===== config.mk =====
export PLATFORM = sky130hd
export DESIGN_NAME = server_traffic_gen_v2_flat
export DESIGN_NICKNAME = d
export VERILOG_FILES = /design/src/rtl/server_traffic_gen_v2_if.sv /design/src/rtl/server_traffic_gen_v2.sv /design/src/flat_wrapper.sv
export SDC_FILE = /design/constraint.sdc
export NUM_CORES = 1
export LEC_CHECK = 0
export CAP_MARGIN = 10
export CELL_PAD_IN_SITES_DETAIL_PLACEMENT = 1
export CELL_PAD_IN_SITES_GLOBAL_PLACEMENT = 1
export CORE_UTILIZATION = 34
export CTS_CLUSTER_SIZE = 12
export DETAILED_ROUTE_END_ITERATION = 16
export MAX_ROUTING_LAYER = met4
export PLACE_DENSITY = 0.86
export SYNTH_ARGS = -nofsm -noshare
export SYNTH_HDL_FRONTEND = slang
export SYNTH_SLANG_ARGS = --single-unit

===== constraint.sdc =====
create_clock -name i_clk -period 3.1 [get_ports i_clk]
set_input_delay 0.31 -clock i_clk [delete_from_list [all_inputs] [get_ports i_clk]]
set_output_delay 0.31 -clock i_clk [all_outputs]
set_load 0.005 [all_outputs]

===== src/rtl/server_traffic_gen_v2_if.sv =====
// AXI-Stream TX/RX bundle for server_traffic_gen_v2.
// master: drives tx_axis_* and rx_axis_tready; slave: the peer side.
interface server_traffic_gen_v2_if;
  logic        tx_axis_tvalid;
  logic [63:0] tx_axis_tdata;
  logic        tx_axis_tlast;
  logic [7:0]  tx_axis_tkeep;
  logic        tx_axis_tuser;
  logic        tx_axis_tready;
  logic        rx_axis_tvalid;
  logic [63:0] rx_axis_tdata;
  logic        rx_axis_tlast;
  logic [7:0]  rx_axis_tkeep;
  logic        rx_axis_tuser;
  logic        rx_axis_tready;

  modport master (
    output tx_axis_tvalid, tx_axis_tdata, tx_axis_tlast,
    output tx_axis_tkeep, tx_axis_tuser,
    input  tx_axis_tready,
    input  rx_axis_tvalid, rx_axis_tdata, rx_axis_tlast,
    input  rx_axis_tkeep, rx_axis_tuser,
    output rx_axis_tready
  );

  modport slave (
    input  tx_axis_tvalid, tx_axis_tdata, tx_axis_tlast,
    input  tx_axis_tkeep, tx_axis_tuser,
    output tx_axis_tready,
    output rx_axis_tvalid, rx_axis_tdata, rx_axis_tlast,
    output rx_axis_tkeep, rx_axis_tuser,
    input  rx_axis_tready
  );
endinterface


===== src/rtl/server_traffic_gen_v2.sv =====
// Server traffic generator (random-destination frames on AXIS TX) plus
// a 2-stage MAC lookup returning output port and seek class.
// Ports: i_clk, i_rst_n (sync, active low), link/timestamp/connect-ToR,
// sim start/stop, lookup request/result, o_tx_pkt_cnt, axis (master).
// Option: define SRV_GEN_SEQ_NUM_EN to put a frame sequence number in
// beat1[15:0]; undefined leaves those bits zero.
module server_traffic_gen_v2 #(
  parameter int          P_UPLINK_TRUE = 0,
  parameter int          P_TOR_NUM     = 8,
  parameter int          P_SRV_NUM     = 2,
  parameter int          P_MY_TOR_ID   = 0,
  parameter int          P_MY_SRV_ID   = 1,
  parameter logic [31:0] P_MAC_HEAD    = 32'h8DBC5C4A,
  parameter logic [15:0] P_SEED        = 16'hA5A5,
  parameter int          P_PKT_LEN     = 128,
  parameter int          P_GAP_CYCLE   = 8,
  parameter int          P_SKIP_LOCAL  = 1,
  parameter int          P_ID_W        = 4
) (
  input  logic                         i_clk,
  input  logic                         i_rst_n,
  input  logic                         i_stat_rx_status,
  input  logic [63:0]                  i_time_stamp,
  input  logic [$clog2(P_TOR_NUM)-1:0] i_cur_connect_tor,
  input  logic                         i_sim_start,
  input  logic                         i_sim_stop,
  input  logic [47:0]                  i_check_mac,
  input  logic [P_ID_W-1:0]            i_check_id,
  input  logic                         i_check_valid,
  output logic [7:0]                   o_outport,
  output logic [1:0]                   o_seek_flag,
  output logic [P_ID_W-1:0]            o_check_id,
  output logic                         o_result_valid,
  output logic [31:0]                  o_tx_pkt_cnt,
  server_traffic_gen_v2_if.master      axis
);
  localparam int BEAT_W = $clog2(P_PKT_LEN);
  localparam int GAP_W  = $clog2(P_GAP_CYCLE + 1);
  localparam bit UPL    = (P_UPLINK_TRUE != 0);
  localparam logic [15:0] SEED =
    (P_SEED == 16'h0) ? 16'hACE1 : P_SEED;
  localparam logic [7:0] TOR_MSK = 8'(P_TOR_NUM - 1);
  localparam logic [7:0] SRV_MSK = 8'(P_SRV_NUM - 1);
  localparam logic [7:0] MY_TOR  = 8'(P_MY_TOR_ID);
  localparam logic [47:0] OWN_MAC =
    {P_MAC_HEAD, MY_TOR, 8'(P_MY_SRV_ID)};
  localparam logic [BEAT_W-1:0] LAST_B = BEAT_W'(P_PKT_LEN - 1);
  localparam logic [BEAT_W-1:0] PEN_B  = BEAT_W'(P_PKT_LEN - 2);
  localparam logic [GAP_W-1:0]  LAST_G = GAP_W'(P_GAP_CYCLE - 1);

  typedef enum logic [2:0] {
    S_IDLE, S_RAND0, S_RAND1, S_DATA, S_GAP
  } state_t;

  state_t            state_q, state_d;
  logic              en_q, en_d;
  logic [15:0]       lfsr_q, lfsr_d;
  logic [BEAT_W-1:0] beat_q, beat_d;
  logic [GAP_W-1:0]  gap_q, gap_d;
  logic              tvalid_q, tvalid_d;
  logic              tlast_q, tlast_d;
  logic [63:0]       tdata_q, tdata_d;
  logic [31:0]       cnt_q, cnt_d;
  logic              acc, done;
  logic [15:0]       seq_val;
  logic [7:0]        tor_raw, dst_tor, dst_srv;
  logic              unused_rx;

  assign acc  = (state_q == S_DATA) && tvalid_q
             && axis.tx_axis_tready;
  assign done = acc && (beat_q == LAST_B);

`ifdef SRV_GEN_SEQ_NUM_EN
  logic [15:0] seq_q, seq_d;
  always_comb begin
    seq_d = seq_q;
    if (done) seq_d = seq_q + 16'd1;
  end
  always_ff @(posedge i_clk) begin
    if (!i_rst_n) seq_q <= '0;
    else          seq_q <= seq_d;
  end
  assign seq_val = seq_q;
`else
  assign seq_val = 16'h0000;
`endif

  // Destination pick; masks keep the index fields zero-width safe.
  always_comb begin
    tor_raw = lfsr_q[7:0] & TOR_MSK;
    dst_tor = tor_raw;
    if (P_SKIP_LOCAL != 0 && tor_raw == MY_TOR)
      dst_tor = (tor_raw + 8'd1) & TOR_MSK;
    dst_srv = (lfsr_q[15:8] & SRV_MSK) + 8'd1;
  end

  always_comb begin
    state_d  = state_q;
    en_d     = en_q;
    lfsr_d   = lfsr_q;
    beat_d   = beat_q;
    gap_d    = gap_q;
    tvalid_d = tvalid_q;
    tlast_d  = tlast_q;
    tdata_d  = tdata_q;
    cnt_d    = cnt_q;
    if (i_sim_stop)       en_d = 1'b0;
    else if (i_sim_start) en_d = 1'b1;
    unique case (state_q)
      S_IDLE:
        if (en_q && i_stat_rx_status && !UPL)
          state_d = S_RAND0;
      S_RAND0: begin
        lfsr_d = {lfsr_q[14:0],
                  lfsr_q[15] ^ lfsr_q[13]
                  ^ lfsr_q[12] ^ lfsr_q[10]};
        state_d = S_RAND1;
      end
      S_RAND1: begin
        tvalid_d = 1'b1;
        tlast_d  = 1'b0;
        beat_d   = '0;
        tdata_d  = {P_MAC_HEAD, dst_tor, dst_srv,
                    OWN_MAC[47:32]};
        state_d  = S_DATA;
      end
      S_DATA:
        if (done) begin
          tvalid_d = 1'b0;
          tlast_d  = 1'b0;
          cnt_d    = cnt_q + 32'd1;
          gap_d    = '0;
          state_d  = S_GAP;
        end else if (acc) begin
          beat_d  = beat_q + 1'b1;
          tlast_d = (beat_q == PEN_B);
          if (beat_q == '0)
            tdata_d = {OWN_MAC[31:0], 16'h0800, seq_val};
          else
            tdata_d = i_time_stamp;
        end
      S_GAP:
        if (gap_q == LAST_G) state_d = S_IDLE;
        else                 gap_d = gap_q + 1'b1;
      default: state_d = S_IDLE;
    endcase
  end

  always_ff @(posedge i_clk) begin
    if (!i_rst_n) begin
      state_q  <= S_IDLE;
      en_q     <= 1'b0;
      lfsr_q   <= SEED;
      beat_q   <= '0;
      gap_q    <= '0;
      tvalid_q <= 1'b0;
      tlast_q  <= 1'b0;
      tdata_q  <= '0;
      cnt_q    <= '0;
    end else begin
      state_q  <= state_d;
      en_q     <= en_d;
      lfsr_q   <= lfsr_d;
      beat_q   <= beat_d;
      gap_q    <= gap_d;
      tvalid_q <= tvalid_d;
      tlast_q  <= tlast_d;
      tdata_q  <= tdata_d;
      cnt_q    <= cnt_d;
    end
  end

  assign axis.tx_axis_tvalid = tvalid_q;
  assign axis.tx_axis_tdata  = tdata_q;
  assign axis.tx_axis_tlast  = tlast_q;
  assign axis.tx_axis_tkeep  = tvalid_q ? 8'hFF : 8'h00;
  assign axis.tx_axis_tuser  = 1'b0;
  assign axis.rx_axis_tready = 1'b1;
  assign o_tx_pkt_cnt        = cnt_q;

  assign unused_rx = ^{axis.rx_axis_tvalid, axis.rx_axis_tdata,
                       axis.rx_axis_tlast, axis.rx_axis_tkeep,
                       axis.rx_axis_tuser};

  // Lookup: stage 1 captures the request, stage 2 the result.
  logic [47:0]       mac1_q;
  logic [P_ID_W-1:0] id1_q;
  logic              vld1_q;
  logic [7:0]        port_q, port_d;
  logic [1:0]        flag_q, flag_d;
  logic [P_ID_W-1:0] rid_q, rid_d;
  logic              rv_q;
  logic              l_mine, l_srv0, l_conn;

  always_comb begin
    l_mine = (mac1_q[47:16] == P_MAC_HEAD)
          && (mac1_q[15:8] == MY_TOR);
    l_srv0 = (mac1_q[7:0] == 8'd0);
    l_conn = (mac1_q[15:8] == 8'(i_cur_connect_tor));
    port_d = port_q;
    flag_d = flag_q;
    rid_d  = rid_q;
    if (vld1_q) begin
      rid_d = id1_q;
      unique case (1'b1)
        l_mine && !l_srv0: begin
          flag_d = 2'd1;
          port_d = mac1_q[7:0];
        end
        l_mine && l_srv0: begin
          flag_d = UPL ? 2'd3 : 2'd0;
          port_d = 8'd0;
        end
        default: begin
          flag_d = (UPL && l_conn) ? 2'd2 : 2'd0;
          port_d = mac1_q[15:8];
        end
      endcase
    end
  end

  always_ff @(posedge i_clk) begin
    if (!i_rst_n) begin
      mac1_q <= '0;
      id1_q  <= '0;
      vld1_q <= 1'b0;
      port_q <= '0;
      flag_q <= '0;
      rid_q  <= '0;
      rv_q   <= 1'b0;
    end else begin
      mac1_q <= i_check_mac;
      id1_q  <= i_check_id;
      vld1_q <= i_check_valid;
      port_q <= port_d;
      flag_q <= flag_d;
      rid_q  <= rid_d;
      rv_q   <= vld1_q;
    end
  end

  assign o_outport      = port_q;
  assign o_seek_flag    = flag_q;
  assign o_check_id     = rid_q;
  assign o_result_valid = rv_q;
endmodule


===== src/flat_wrapper.sv =====
// flat-port wrapper written by rule: the top's interface ports become plain ports
module server_traffic_gen_v2_flat 
#(
  parameter int          P_UPLINK_TRUE = 0,
  parameter int          P_TOR_NUM     = 8,
  parameter int          P_SRV_NUM     = 2,
  parameter int          P_MY_TOR_ID   = 0,
  parameter int          P_MY_SRV_ID   = 1,
  parameter logic [31:0] P_MAC_HEAD    = 32'h8DBC5C4A,
  parameter logic [15:0] P_SEED        = 16'hA5A5,
  parameter int          P_PKT_LEN     = 128,
  parameter int          P_GAP_CYCLE   = 8,
  parameter int          P_SKIP_LOCAL  = 1,
  parameter int          P_ID_W        = 4
)
  (i_clk, i_rst_n, i_stat_rx_status, i_time_stamp, i_cur_connect_tor, i_sim_start, i_sim_stop, i_check_mac, i_check_id, i_check_valid, o_outport, o_seek_flag, o_check_id, o_result_valid, o_tx_pkt_cnt, axis_tx_axis_tvalid, axis_tx_axis_tdata, axis_tx_axis_tlast, axis_tx_axis_tkeep, axis_tx_axis_tuser, axis_tx_axis_tready, axis_rx_axis_tvalid, axis_rx_axis_tdata, axis_rx_axis_tlast, axis_rx_axis_tkeep, axis_rx_axis_tuser, axis_rx_axis_tready);
  server_traffic_gen_v2_if axis_i ();
  input  logic i_clk;
  input  logic i_rst_n;
  input  logic i_stat_rx_status;
  input  logic [63:0] i_time_stamp;
  input  logic [$clog2(P_TOR_NUM)-1:0] i_cur_connect_tor;
  input  logic i_sim_start;
  input  logic i_sim_stop;
  input  logic [47:0] i_check_mac;
  input  logic [P_ID_W-1:0] i_check_id;
  input  logic i_check_valid;
  output logic [7:0] o_outport;
  output logic [1:0] o_seek_flag;
  output logic [P_ID_W-1:0] o_check_id;
  output logic o_result_valid;
  output logic [31:0] o_tx_pkt_cnt;
  output wire logic [$bits(axis_i.tx_axis_tvalid)-1:0] axis_tx_axis_tvalid;
  output wire logic [$bits(axis_i.tx_axis_tdata)-1:0] axis_tx_axis_tdata;
  output wire logic [$bits(axis_i.tx_axis_tlast)-1:0] axis_tx_axis_tlast;
  output wire logic [$bits(axis_i.tx_axis_tkeep)-1:0] axis_tx_axis_tkeep;
  output wire logic [$bits(axis_i.tx_axis_tuser)-1:0] axis_tx_axis_tuser;
  input wire logic [$bits(axis_i.tx_axis_tready)-1:0] axis_tx_axis_tready;
  input wire logic [$bits(axis_i.rx_axis_tvalid)-1:0] axis_rx_axis_tvalid;
  input wire logic [$bits(axis_i.rx_axis_tdata)-1:0] axis_rx_axis_tdata;
  input wire logic [$bits(axis_i.rx_axis_tlast)-1:0] axis_rx_axis_tlast;
  input wire logic [$bits(axis_i.rx_axis_tkeep)-1:0] axis_rx_axis_tkeep;
  input wire logic [$bits(axis_i.rx_axis_tuser)-1:0] axis_rx_axis_tuser;
  output wire logic [$bits(axis_i.rx_axis_tready)-1:0] axis_rx_axis_tready;
  assign axis_tx_axis_tvalid = axis_i.tx_axis_tvalid;
  assign axis_tx_axis_tdata = axis_i.tx_axis_tdata;
  assign axis_tx_axis_tlast = axis_i.tx_axis_tlast;
  assign axis_tx_axis_tkeep = axis_i.tx_axis_tkeep;
  assign axis_tx_axis_tuser = axis_i.tx_axis_tuser;
  assign axis_i.tx_axis_tready = axis_tx_axis_tready;
  assign axis_i.rx_axis_tvalid = axis_rx_axis_tvalid;
  assign axis_i.rx_axis_tdata = axis_rx_axis_tdata;
  assign axis_i.rx_axis_tlast = axis_rx_axis_tlast;
  assign axis_i.rx_axis_tkeep = axis_rx_axis_tkeep;
  assign axis_i.rx_axis_tuser = axis_rx_axis_tuser;
  assign axis_rx_axis_tready = axis_i.rx_axis_tready;
  server_traffic_gen_v2 #(.P_UPLINK_TRUE(P_UPLINK_TRUE), .P_TOR_NUM(P_TOR_NUM), .P_SRV_NUM(P_SRV_NUM), .P_MY_TOR_ID(P_MY_TOR_ID), .P_MY_SRV_ID(P_MY_SRV_ID), .P_MAC_HEAD(P_MAC_HEAD), .P_SEED(P_SEED), .P_PKT_LEN(P_PKT_LEN), .P_GAP_CYCLE(P_GAP_CYCLE), .P_SKIP_LOCAL(P_SKIP_LOCAL), .P_ID_W(P_ID_W)) u_core (.i_clk(i_clk), .i_rst_n(i_rst_n), .i_stat_rx_status(i_stat_rx_status), .i_time_stamp(i_time_stamp), .i_cur_connect_tor(i_cur_connect_tor), .i_sim_start(i_sim_start), .i_sim_stop(i_sim_stop), .i_check_mac(i_check_mac), .i_check_id(i_check_id), .i_check_valid(i_check_valid), .o_outport(o_outport), .o_seek_flag(o_seek_flag), .o_check_id(o_check_id), .o_result_valid(o_result_valid), .o_tx_pkt_cnt(o_tx_pkt_cnt), .axis(axis_i));
endmodule

# [Yosys cells after proc, flatten, opt, wreduce, memory -nomap -nowiden]
# Index checks and enable logic that the tools add are counted.
[op_classes] n_mux=23 reduce_logical=22 n_bitwise=4 addsub=5 eq_ne=15
[ops] cell="$mux 64" n=3
[ops] cell="$pmux 64 s2" n=1
[ops] cell="$add 32x1->32 const B" n=1
[ops] cell="$eq 32x32->1 const B" n=1
[ops] cell="$logic_not 8->1" n=3
[ops] cell="$pmux 8 s2" n=1
[ops] cell="$pmux 3 s5" n=1
[ops] cell="$eq 7x7->1 const B" n=2
[ops] cell="$mux 7" n=2
[ops] cell="$pmux 7 s2" n=1
[ops] cell="$mux 3" n=4
[ops] cell="$reduce_and 3->1" n=3
[ops] cell="$mux 4" n=2
[ops] cell="$mux 8" n=1
[ops] cell="$ne 2x1->1 const B" n=4
[ops] cell="$pmux 4 s2" n=1
[ops] cell="$add 7x1->7 const B" n=1
[ops] cell="$logic_and 1x1->1" n=7
[ops] cell="$logic_not 7->1" n=1
[ops] cell="$eq 3x2->1 const B" n=2
[ops] cell="$reduce_and 2->1" n=3
[ops] cell="$add 4x1->4 const B" n=1
[ops] cell="$eq 4x3->1 const B" n=1
[ops] cell="$mux 1" n=4
[ops] cell="other kinds (13)" n=18
[word_totals] reg_bits=197 output_inout_bits=123

# [Logic depth before layout (Yosys ltp)]
[logic_depth] ltp_word=6 ltp_mapped=7 ltp_nobuf=6

# [Least setup slack after synthesis]
# Ideal clock, no wire load.
[synth_timing] path_type="flip-flop to flip-flop" from="register u_core.beat_q[0]" to="register u_core.cnt_q[28], in the netlist u_core.o_tx_pkt_cnt[28]" setup_ns=0.072 slack_ns=1.048 required_time_ns=3.028 synth_period_minus_slack_ns=2.052 path_stages_with_launch=7 arrival_ns=1.980 path_cell_list="dfxtp_1 -> ha_1 -> nand3_1 -> or4_1 -> clkbuf_1 -> nor4_1 -> mux2i_1"
[synth_between] elab_chain_cells=3
[synth_lines] element="from (decl)" line="server_traffic_gen_v2.sv:58" rtl="logic [BEAT_W-1:0] beat_q, beat_d;"
[synth_lines] element="from (signal assigned)" line="server_traffic_gen_v2.sv:164" rtl="beat_q <= beat_d;"
[synth_lines] element="$eq 7x7->1" line="server_traffic_gen_v2.sv:71" rtl="assign done = acc && (beat_q == LAST_B);"
[synth_lines] element="$logic_and 1x1->1" line="server_traffic_gen_v2.sv:71"
[synth_lines] element="$reduce_and 2->1 (no line)"
[synth_lines] element="to (signal assigned)" line="server_traffic_gen_v2.sv:169" rtl="cnt_q <= cnt_d;"
[synth_lines] element="to (decl)" line="server_traffic_gen_v2.sv:63" rtl="logic [31:0] cnt_q, cnt_d;"
# No other way between the ends.
# A chain may end at the register's enable or synchronous reset.

# [Worst setup path after layout]
[layout_timing] from="register u_core.beat_q[0]" to="register u_core.cnt_q[20], in the netlist u_core.o_tx_pkt_cnt[20]"
# The elaborated chain is that of the path after synthesis.

==> results_dict.tcl <==
set metrics [dict create \
    ir_drop_mv 0.3202 \
    mostFrequentLayoutCells "clkdlybuf4s50_1, dfxtp_1, a21oi_1" \
    grt_use_total 0.2105 \
    p_int_uw 4088 \
    fin_worst_skew_ns 0.01513 \
    io_pins 324 \
    cts_root_buf "clkbuf_16" \
    synth_seq_cells 196 \
    grt_pass1_wl_mm 38.76 \
    power.share.combinational 0.108 \
    viasPerCell 5.291 \
    post-cts-setup-buffers 0 \
    synth_top_area_share 0.4997 \
    p_sw_uw 1457 \
    final.setup.tns_ns 0 \
    async_reset_ff_frac 0 \
    cts-resized-gates 0 \
    synth_top_cell_by_area "dfxtp_1" \
    relSlewSlack 0.4265 \
    syn_inst 850 \
    num_antenna_cells 0 \
    multi_input_area_um2 3540 \
    seqPwrFrac 0.489 \
    power-per-cell-area_nw_per_um2 502.8 \
    setup_viol 0 \
    fin_crit_sh 0.7974 \
    crit_path_end_kind "flip-flop" \
    layout_commonest_cell "clkdlybuf4s50_1" \
    globalplace.congestion 0.8081 \
    critPathRequiredTime_ns 3.46 \
    outcome "finished, final reports clean" \
    synth_top_family_by_area "simple AND/OR/NAND/NOR gates" \
    seq_area_um2 3924 \
    fp.coreArea_um2 22640 \
    fin_nets 1260 \
    critical_path_class "flip-flop to flip-flop" \
    ys_seq_area_frac 0.4997 \
    critPathLaunch "u_core.beat_q[0]" \
    synthXorXnorAreaFrac 0.01004 \
    die_w_um 154.0 \
    synth.avg_cell_area_um2 9.238 \
    power.leakage_uw 0.004120 \
    cts_buffers 17 \
    rr_worst_depth 5 \
    drc_errors 0 \
    hp-class "input port to flip-flop" \
    cp-start-kind "flip-flop" \
    synth-simple-area-share 0.2186 \
    routed_wirelength_mm 23.85 \
    drt_first_pass_iters 4 \
    grt_setup_unrepaired "no" \
    synth-main-ff-cell "dfxtp_1" \
    setup_slack_ns 0.6280 \
    cap_viol_max_count 0 \
    cts_hold_buffers 0 \
    p_clk_frac 0.403 \
    final_area_um2 11030 \
    r2r_start "u_core.beat_q[0]" \
    synth.area.mux_share 0.02693 \
    critPathArrivalTime_ns 2.84 \
    synth_edf_count 0 \
    switching_share 0.2627 \
    yosysWarnings 0 \
    drive_gt1_frac 0.05915 \
    rows 55 \
    critPathMaxFanout 13 \
    yosys.area_share.adder 0.01115 \
    start_util 0.3468 \
    synth_compound_gate_area_share 0.1816 \
    postPlaceCellArea_um2 10420 \
    route.vias.total 7143 \
    max_freq_ghz 0.4045 \
    min_period_ns 2.472 \
    crit_path_end "u_core.o_tx_pkt_cnt[20]" \
    port_buffers 242 \
    dieArea_um2 23710 \
    post_drt_wl_per_cell_um 17.67 \
    ant_nets 0 \
    globalRoute.totalOverflow 0 \
    synth.cell_area_um2 7853 \
    nFillCells 2542 \
    dp_hpwl_mm 17.03 \
    die_height_um 154.0 \
    worst_slew_pin_slew_ns 0.8603 \
    clk_path_buf_depth 2 \
    r2r_slack_ns 0.63 \
    antenna_found_initial 0 \
    cts_tree "built" \
    pre_cts_slack_ns 0.6668 \
    insertion_delay_ns 0.43 \
    path_clk_slew_ns 0.08 \
    htreeDepth 4 \
    finalHoldViolCount 0 \
    syn_to_final_growth_pct 40.42 \
    drtIter0Drc 306 \
    ys_types 57 \
    grt_pass1_vias 7429 \
    clock-sinks 196 \
    grt_max_degree 98 \
    yosys-top-cells-area "dfxtp_1, a21oi_1, and2_1" \
    worstReg2RegEnd "u_core.o_tx_pkt_cnt[20]" \
    final_util 0.4870 \
    slew_violations 0 \
]
## state kept, by name, indices dropped and copies added, names as in the netlist
signal                      count
u_core.axis.tx_axis_tdata      64
u_core.axis.tx_axis_tlast       1
u_core.axis.tx_axis_tvalid      1
u_core.beat_q                   7
u_core.en_q                     1
u_core.gap_q                    4
u_core.id1_q                    4
u_core.lfsr_q                  16
u_core.mac1_q                  48
u_core.o_check_id               4
u_core.o_outport                8
u_core.o_result_valid           1
u_core.o_seek_flag              1
u_core.o_tx_pkt_cnt            32
u_core.state_q                  3
u_core.vld1_q                   1
## kinds of logic (layout without fill, tap and decap cells)
logic type / Yosys count / after routing
xor+xnor: 9 / 9
compound gates: 222 / 222
fa+ha+maj: 7 / 7
other cells: 2 / 3
mux: 21 / 21
buf+inv: 94 / 308
simple gates: 299 / 299
flops: 196 / 196
## cells in the mapped netlist (4+ instances only)
master / number
and2_1: 58
o311ai_0: 4
nor4_1: 12
o41ai_1: 4
buf_1: 5
xnor2_1: 6
a31oi_1: 6
o211ai_1: 4
o22ai_1: 6
buf_2: 5
mux2i_1: 20
nor3_1: 4
buf_4: 11
and4_1: 8
dfxtp_1: 196
o211a_1: 24
nand4_1: 40
and3_1: 5
o31ai_1: 11
ha_1: 7
or4_1: 14
nand2b_1: 16
clkbuf_1: 54
a21o_1: 23
o21ai_0: 51
nand2_1: 63
inv_1: 18
nand3_1: 29
a21oi_1: 75
or3_1: 8
nor2_1: 22
## area by class of cell
type / count / area share
Sequential cell: 196 / 0.3558
Multi-Input combinational cell: 561 / 0.3210
Timing Repair Buffer: 257 / 0.2297
Clock buffer: 17 / 0.03858
Tap cell: 285 / 0.03234
Clock inverter: 15 / 0.01611
Inverter: 19 / 0.006468
## worst min path at each step
stage | end | start | depth (start not counted) | slack (ns)
2_1_floorplan | u_core.en_q | i_sim_stop | 1 | 0.39
3_3_place_gp | u_core.o_outport[6] | u_core.mac1_q[6] | 2 | 0.43
3_5_place_dp | u_core.lfsr_q[6] | u_core.lfsr_q[6] | 2 | 0.45
4_1_cts | u_core.lfsr_q[8] | i_rst_n | 2 | 0.19
5_1_grt | u_core.lfsr_q[10] | i_rst_n | 2 | 0.22
6_report | u_core.lfsr_q[8] | i_rst_n | 2 | 0.22
## through the flow
stage | hold WS, ns | std cells | power, uW
after floorplan | 0.3893 | 851 | 3013
after global placement | 0.4306 | 1318 | 3347
after detailed placement | 0.4489 | 1318 | 3372
after CTS | 0.1948 | 1350 | 5607
after global routing | 0.2161 | 1350 | 5769
final | 0.2178 | 1350 | 5544
## layer usage
layer  track usage  vias to the layer above  share of wire
met4       0.06571                        0          0.021
met2        0.3600                      191           0.49
met1        0.2395                     3464           0.44
met5             -                        -              0
li1              -                     3455              -
met3       0.05524                       33          0.053
## worst max-delay path, cell delays in order (launching register included)
cell	delay (ns)
dfxtp_1	0.42
ha_1	0.34
nand3_1	0.17
or4_1	0.74
or4_1	0.58
a21oi_1	0.15
## power groups by stage
stage	Sequential, uW	Combinational [uW]	Clock [uW]
finish	2710	600	2230
global route	2730	655	2390
CTS	2710	608	2290
detailed placement	2770	604	0
global placement	2760	587	0
floorplan	2750	265	0
(Power assumes the default switching activity.)
